File: src/rtl/master_pkg.sv
// Shared definitions for the Wishbone-style bus master: bus width defaults,
// operation codes and FSM state encodings.
package master_pkg;

  localparam int unsigned ADR_MSB_DEF  = 31;
  localparam int unsigned DATA_MSB_DEF = 31;
  localparam int unsigned SEL_MSB_DEF  = 3;
  localparam int unsigned TAG_MSB_DEF  = 3;

  typedef enum logic [1:0] {
    FUNC_READ  = 2'b00,
    FUNC_WRITE = 2'b01,
    FUNC_RMW   = 2'b10,
    FUNC_IDLE  = 2'b11
  } func_e;

  typedef enum logic [1:0] {
    StIdle  = 2'd0,
    StRead  = 2'd1,
    StWrite = 2'd2
  } state_e;

endpackage

File: src/rtl/master_if.sv
// Bus bundle between the master and its slave. Signal names carry the
// master's point of view (_i driven by the slave, _o driven by the master).
interface master_if
  import master_pkg::*;
#(
  parameter int unsigned ADR_MSB  = ADR_MSB_DEF,
  parameter int unsigned DATA_MSB = DATA_MSB_DEF,
  parameter int unsigned SEL_MSB  = SEL_MSB_DEF,
  parameter int unsigned TAG_MSB  = TAG_MSB_DEF
);

  logic [1:0]        func_i;
  logic [DATA_MSB:0] dat_i;
  logic [TAG_MSB:0]  tgd_i;
  logic              ack_i;

  logic [ADR_MSB:0]  adr_o;
  logic [DATA_MSB:0] dat_o;
  logic [SEL_MSB:0]  sel_o;
  logic              we_o;
  logic              stb_o;
  logic              cyc_o;
  logic [TAG_MSB:0]  tga_o;
  logic [TAG_MSB:0]  tgd_o;
  logic [TAG_MSB:0]  tgc_o;

  modport master (
    input  func_i, dat_i, tgd_i, ack_i,
    output adr_o, dat_o, sel_o, we_o, stb_o, cyc_o, tga_o, tgd_o, tgc_o
  );

  modport slave (
    output func_i, dat_i, tgd_i, ack_i,
    input  adr_o, dat_o, sel_o, we_o, stb_o, cyc_o, tga_o, tgd_o, tgc_o
  );

endinterface

File: src/rtl/master.sv
// Wishbone bus master issuing read, write and read-modify-write cycles over an
// auto-incrementing address; every output is driven straight from a register.
module master
  import master_pkg::*;
#(
  parameter int unsigned ADR_MSB  = ADR_MSB_DEF,
  parameter int unsigned DATA_MSB = DATA_MSB_DEF,
  parameter int unsigned SEL_MSB  = SEL_MSB_DEF,
  parameter int unsigned TAG_MSB  = TAG_MSB_DEF
) (
  input  logic     clk_i,
  input  logic     rst_i,
  master_if.master bus
);

  localparam int unsigned AdrW    = ADR_MSB + 1;
  localparam int unsigned DatW    = DATA_MSB + 1;
  localparam int unsigned TagW    = TAG_MSB + 1;
  localparam int unsigned AdrStep = DatW / 8;

  state_e            state_q;
  func_e             func_q;
  logic [ADR_MSB:0]  adr_q;
  logic [DATA_MSB:0] wd_q;
  logic [SEL_MSB:0]  sel_q;
  logic              we_q;
  logic              stb_q;
  logic              cyc_q;
  logic [TAG_MSB:0]  tga_q;
  logic [TAG_MSB:0]  tgd_q;
  logic [TAG_MSB:0]  tgc_q;

  always_ff @(posedge clk_i or negedge rst_i) begin
    if (!rst_i) begin
      state_q <= StIdle;
      func_q  <= FUNC_READ;
      adr_q   <= '0;
      wd_q    <= '0;
      sel_q   <= '0;
      we_q    <= 1'b0;
      stb_q   <= 1'b0;
      cyc_q   <= 1'b0;
      tga_q   <= '0;
      tgd_q   <= '0;
      tgc_q   <= '0;
    end else begin
      unique case (state_q)
        StIdle: begin
          if (func_e'(bus.func_i) != FUNC_IDLE) begin
            func_q <= func_e'(bus.func_i);
            tgc_q  <= TagW'(bus.func_i);
            cyc_q  <= 1'b1;
            stb_q  <= 1'b1;
            sel_q  <= '1;
            if (func_e'(bus.func_i) == FUNC_WRITE) begin
              state_q <= StWrite;
              we_q    <= 1'b1;
            end else begin
              state_q <= StRead;
            end
          end
        end

        StRead: begin
          if (bus.ack_i) begin
            tgd_q <= bus.tgd_i;
            if (func_q == FUNC_RMW) begin
              // Fold the RMW increment into the latch so dat_o stays a bare register.
              wd_q    <= bus.dat_i + DatW'(1);
              we_q    <= 1'b1;
              state_q <= StWrite;
            end else begin
              wd_q    <= bus.dat_i;
              cyc_q   <= 1'b0;
              stb_q   <= 1'b0;
              sel_q   <= '0;
              adr_q   <= adr_q + AdrW'(AdrStep);
              tga_q   <= tga_q + TagW'(1);
              state_q <= StIdle;
            end
          end
        end

        StWrite: begin
          if (bus.ack_i) begin
            if (func_q == FUNC_WRITE) begin
              wd_q <= wd_q + DatW'(1);
            end
            cyc_q   <= 1'b0;
            stb_q   <= 1'b0;
            we_q    <= 1'b0;
            sel_q   <= '0;
            adr_q   <= adr_q + AdrW'(AdrStep);
            tga_q   <= tga_q + TagW'(1);
            state_q <= StIdle;
          end
        end

        default: state_q <= StIdle;
      endcase
    end
  end

  assign bus.adr_o = adr_q;
  assign bus.dat_o = wd_q;
  assign bus.sel_o = sel_q;
  assign bus.we_o  = we_q;
  assign bus.stb_o = stb_q;
  assign bus.cyc_o = cyc_q;
  assign bus.tga_o = tga_q;
  assign bus.tgd_o = tgd_q;
  assign bus.tgc_o = tgc_q;

endmodule

File: src/flat_wrapper.sv
// flat-port wrapper written by rule: the top's interface ports become plain ports
module master_flat import master_pkg::*;
#(
  parameter int unsigned ADR_MSB  = ADR_MSB_DEF,
  parameter int unsigned DATA_MSB = DATA_MSB_DEF,
  parameter int unsigned SEL_MSB  = SEL_MSB_DEF,
  parameter int unsigned TAG_MSB  = TAG_MSB_DEF
)
  (clk_i, rst_i, bus_func_i, bus_dat_i, bus_tgd_i, bus_ack_i, bus_adr_o, bus_dat_o, bus_sel_o, bus_we_o, bus_stb_o, bus_cyc_o, bus_tga_o, bus_tgd_o, bus_tgc_o);
  master_if #(.ADR_MSB(ADR_MSB), .DATA_MSB(DATA_MSB), .SEL_MSB(SEL_MSB), .TAG_MSB(TAG_MSB)) bus_i ();
  input  logic clk_i;
  input  logic rst_i;
  input wire logic [$bits(bus_i.func_i)-1:0] bus_func_i;
  input wire logic [$bits(bus_i.dat_i)-1:0] bus_dat_i;
  input wire logic [$bits(bus_i.tgd_i)-1:0] bus_tgd_i;
  input wire logic [$bits(bus_i.ack_i)-1:0] bus_ack_i;
  output wire logic [$bits(bus_i.adr_o)-1:0] bus_adr_o;
  output wire logic [$bits(bus_i.dat_o)-1:0] bus_dat_o;
  output wire logic [$bits(bus_i.sel_o)-1:0] bus_sel_o;
  output wire logic [$bits(bus_i.we_o)-1:0] bus_we_o;
  output wire logic [$bits(bus_i.stb_o)-1:0] bus_stb_o;
  output wire logic [$bits(bus_i.cyc_o)-1:0] bus_cyc_o;
  output wire logic [$bits(bus_i.tga_o)-1:0] bus_tga_o;
  output wire logic [$bits(bus_i.tgd_o)-1:0] bus_tgd_o;
  output wire logic [$bits(bus_i.tgc_o)-1:0] bus_tgc_o;
  assign bus_i.func_i = bus_func_i;
  assign bus_i.dat_i = bus_dat_i;
  assign bus_i.tgd_i = bus_tgd_i;
  assign bus_i.ack_i = bus_ack_i;
  assign bus_adr_o = bus_i.adr_o;
  assign bus_dat_o = bus_i.dat_o;
  assign bus_sel_o = bus_i.sel_o;
  assign bus_we_o = bus_i.we_o;
  assign bus_stb_o = bus_i.stb_o;
  assign bus_cyc_o = bus_i.cyc_o;
  assign bus_tga_o = bus_i.tga_o;
  assign bus_tgd_o = bus_i.tgd_o;
  assign bus_tgc_o = bus_i.tgc_o;
  master #(.ADR_MSB(ADR_MSB), .DATA_MSB(DATA_MSB), .SEL_MSB(SEL_MSB), .TAG_MSB(TAG_MSB)) u_core (.clk_i(clk_i), .rst_i(rst_i), .bus(bus_i));
endmodule
File: config.mk
export PLATFORM = sky130hd
export DESIGN_NAME = master_flat
export DESIGN_NICKNAME = d
export VERILOG_FILES = /design/src/rtl/master_pkg.sv /design/src/rtl/master_if.sv /design/src/rtl/master.sv /design/src/flat_wrapper.sv
export SDC_FILE = /design/constraint.sdc
export NUM_CORES = 1
export LEC_CHECK = 0
export CAP_MARGIN = 40
export CELL_PAD_IN_SITES_DETAIL_PLACEMENT = 0
export CELL_PAD_IN_SITES_GLOBAL_PLACEMENT = 1
export CORE_ASPECT_RATIO = 0.9
export CORE_MARGIN = 8
export CORE_UTILIZATION = 25
export CTS_CLUSTER_SIZE = 8
export DETAILED_ROUTE_END_ITERATION = 10
export PLACE_DENSITY_LB_ADDON = 0.1
export SYNTH_ARGS = -nofsm -noshare
export SYNTH_HDL_FRONTEND = slang
export SYNTH_SLANG_ARGS = --single-unit
File: constraint.sdc
create_clock -name clk_i -period 5.2 [get_ports clk_i]
set_clock_uncertainty 0.1 [all_clocks]
set_input_delay 1.04 -clock clk_i [delete_from_list [all_inputs] [get_ports clk_i]]
set_output_delay 1.04 -clock clk_i [all_outputs]
set_load 0.02 [all_outputs]
==> out/metrics.yaml <==
row_count: 48
final_max_slew_viol_count: 0
synth.top_cells.by_count: "dfrtp_1 (76), nor2_1 (48), nand2_1 (43), nand4_1 (42), nand3_1 (38)"
dp_slack_ns: 1.50
timing.setup.critical_path_class: "in2reg"
rr_worst_depth: 9
die_height_um: 148
cp_top_family: "simple AND/OR/NAND/NOR gates"
end_kind: "flop"
final.setup.worst_slack_ns: 1.89
dr.pass1.iters: 4
setup_viol_count_final: 0
insertion_delay_ns: 0.34
area_delta_synth_final_pct: 35.4
final_antenna_net_count: 0
start_kind: "input port"
place.gp.congestion: 0.733
finalSetupTns_ns: 0
n_fill_cell: 1968
yosys.cell_count.top_type: "dfrtp_1"
post_route_fraction_of_the_period_consumed_by_the_critical_path_pct: 63.6
cts_repair_resize_count: 0
mappedNetlistArea_um2: 4870
postSynth.topFlopCell: "dfrtp_1"
via_count: 4441
register_area_um2: 1900
initial_drt_markers: 224
ys_seq_elements: 76
wp_data_required_ns: 5.30
diodes: 0
critical_path.max_stage_delay_ns: 0.59
number_of_buffers_inserted_during_clock_tree_synthesis: 9
cts-root-to-sink-buffers: 2
worstPathBufferInverterCount: 2
pin_count: 124
drt-vias-per-instance: 4.96
critical_path.cell_chain: "clkdlybuf4s50_1, and4b_1, or2_1, buf_4, nand2_1, mux2i_1, a221oi_2"
grt_antenna_before_repair: 0
critical_path.max_fanout: 18
timing.hold.worst.class: "reg2reg"
start_util_pct: 25.4
cts_root_buffer_type: "clkbuf_16"
synth_compound_area_share_pct: 12.2
power_density_nw_per_um2: 493
drt-total-wl_um: 16200
dp.final_hpwl_um: 12400
worst-slew-pin-transition_ns: 0.904
timing.final.hold_violations: 0
multi_input_area_um2: 2750
post_route_cells_drive_above_1_share_pct: 7.74
timing.critical_path.depth: 7
synth_xor_xnor_area_share_pct: 10.8
post_synth_mux_area_share_pct: 4.09
routed_wire_length_per_instance_um: 18.0
die_w_um: 163
irDropWorstVdd_uv: 222
synth_top_family_by_area: "simple AND/OR/NAND/NOR gates"
clkTransAtPathRegs_ns: 0.06
h-tree-depth: 3
worst-r2r-setup-slack_ns: 2.12
design.die.area_um2: 24200
grt_util_all_layers_pct: 13.5
min_to: "u_core.bus.adr_o[31]"
proportion_of_synthesized_flip_flops_having_asynchronous_set_or_reset_pct: 100
finalCriticalPeriod_ns: 3.31
drc: 0
post-synth-top-area-cell: "dfrtp_1"
worst-endpoint-arrival_ns: 3.41
run_status: "finished clean"
synth_edf_count: 0
synthesis.area_per_instance_um2: 9.18
grt_pass1_wl_um: 26100
num-nets-final: 690
whs_path_depth: 1
cellLeakagePower_nw: 2.54
r2r_end: "u_core.bus.dat_o[21]"
gr-total-overflow: 0
port-buffer-count: 119
synthSimpleGateAreaFrac_pct: 27.1
synthCells: 530
synth-seq-area-share_pct: 39.1
r2r-start: "u_core.state_q[0]"
cap_viol_max_count: 0
clkSinkCount: 76
min-delay-start: "u_core.bus.adr_o[31]"
yosysWarningCount: 0
postCtsHoldBufs: 0
synth_fa_ha_area_share_pct: 2.06
achievable-frequency_mhz: 302
share_of_the_synthesized_area_in_the_top_cell_type_pct: 39.1
max_slew_margin_pct: 39.5
post_synth_cell_types: 57
rsz_0062_raised_after_global_routing: "false"
fp.coreArea_um2: 19200
postCtsSetupBuffers: 0
crit_slowest_cell: "clkdlybuf4s50_1"
vias_in_the_first_global_route: 4693
tritoncts: "yes"
synth_area_leaders: "dfrtp_1 (39%), xnor2_1 (5.9%), nand4_1 (5.4%)"
largest_net_degree_at_the_start_of_global_routing: 43
## stage by stage
step / instances / total power, mW / hold slack (ns) / util (%) / area, um2
3_3_place_gp: 877 / 2.63 / 0.360 / 32.6 / 6250
4_1_cts: 896 / 3.29 / 0.377 / 34.4 / 6590
5_1_grt: 896 / 3.47 / 0.382 / 34.4 / 6590
2_1_floorplan: 533 / 1.93 / 0.423 / - / 4880
3_5_place_dp: 880 / 2.64 / 0.365 / 32.9 / 6300
6_report: 896 / 3.25 / 0.369 / 34.4 / 6590
## area by class of cell
cell class,instances,area share [%]
multi-input combinational,413,41.8
sequential,76,28.9
timing repair buffer,129,19.5
tap,250,4.75
clock buffer,10,3.48
clock inverter,6,0.968
inverter,12,0.684
## kinds of logic after synthesis
family | count (synthesis)
DFF | 76
and+or+nand+nor | 239
other | 1
muxes | 19
AOI/OAI and AO/OA | 83
adders and majority gates | 8
xor gates and xnor gates | 60
buffers and inverters | 44
## report_power, final
| group | internal [mW] | switching (mW) |
|---|---|---|
| clock network | 0.372 | 0.262 |
| registers | 0.788 | 0.299 |
| logic | 0.716 | 0.811 |
## layout by cell type (no fill, tap or decap), drive strengths merged, types with 14 or more instances in the layout
cell | Yosys | layout
dfrtp | 76 | 76
a21oi | 14 | 14
nand3 | 38 | 38
clkdlybuf4s50 | 0 | 118
xor2 | 27 | 27
xnor2 | 33 | 33
nor2 | 48 | 48
nand2 | 43 | 43
nand4 | 43 | 43
o21ai | 20 | 20
## flip-flops by register name, summed over array words and instances, names as in the netlist
register / flops
u_core.state_q: 2
u_core.bus.adr_o: 30
u_core.bus.dat_o: 32
u_core.bus.we_o: 1
u_core.bus.tgd_o: 4
u_core.bus.sel_o: 1
u_core.func_q: 2
u_core.bus.tga_o: 4
## how the worst max path moves through the flow
stage	start	endpoint	slack [ns]
CTS	bus_ack_i	u_core.bus.dat_o[21]	1.86
finish	bus_ack_i	u_core.bus.dat_o[21]	1.89
detailed placement	bus_ack_i	u_core.bus.dat_o[21]	1.50
global placement	bus_ack_i	u_core.bus.dat_o[2]	1.59
global route	bus_ack_i	u_core.bus.dat_o[21]	1.65
floorplan	bus_dat_i[3]	u_core.bus.dat_o[20]	2.77
## metal layers
layer	vias up	GRT usage, %	wire (um)
met5	-	0	0
met1	2148	17.6	7470
met4	0	3.39	237
li1	2163	-	-
met3	16	4.09	915
met2	114	21.5	7540
Power figures use the tool's default switching activity.
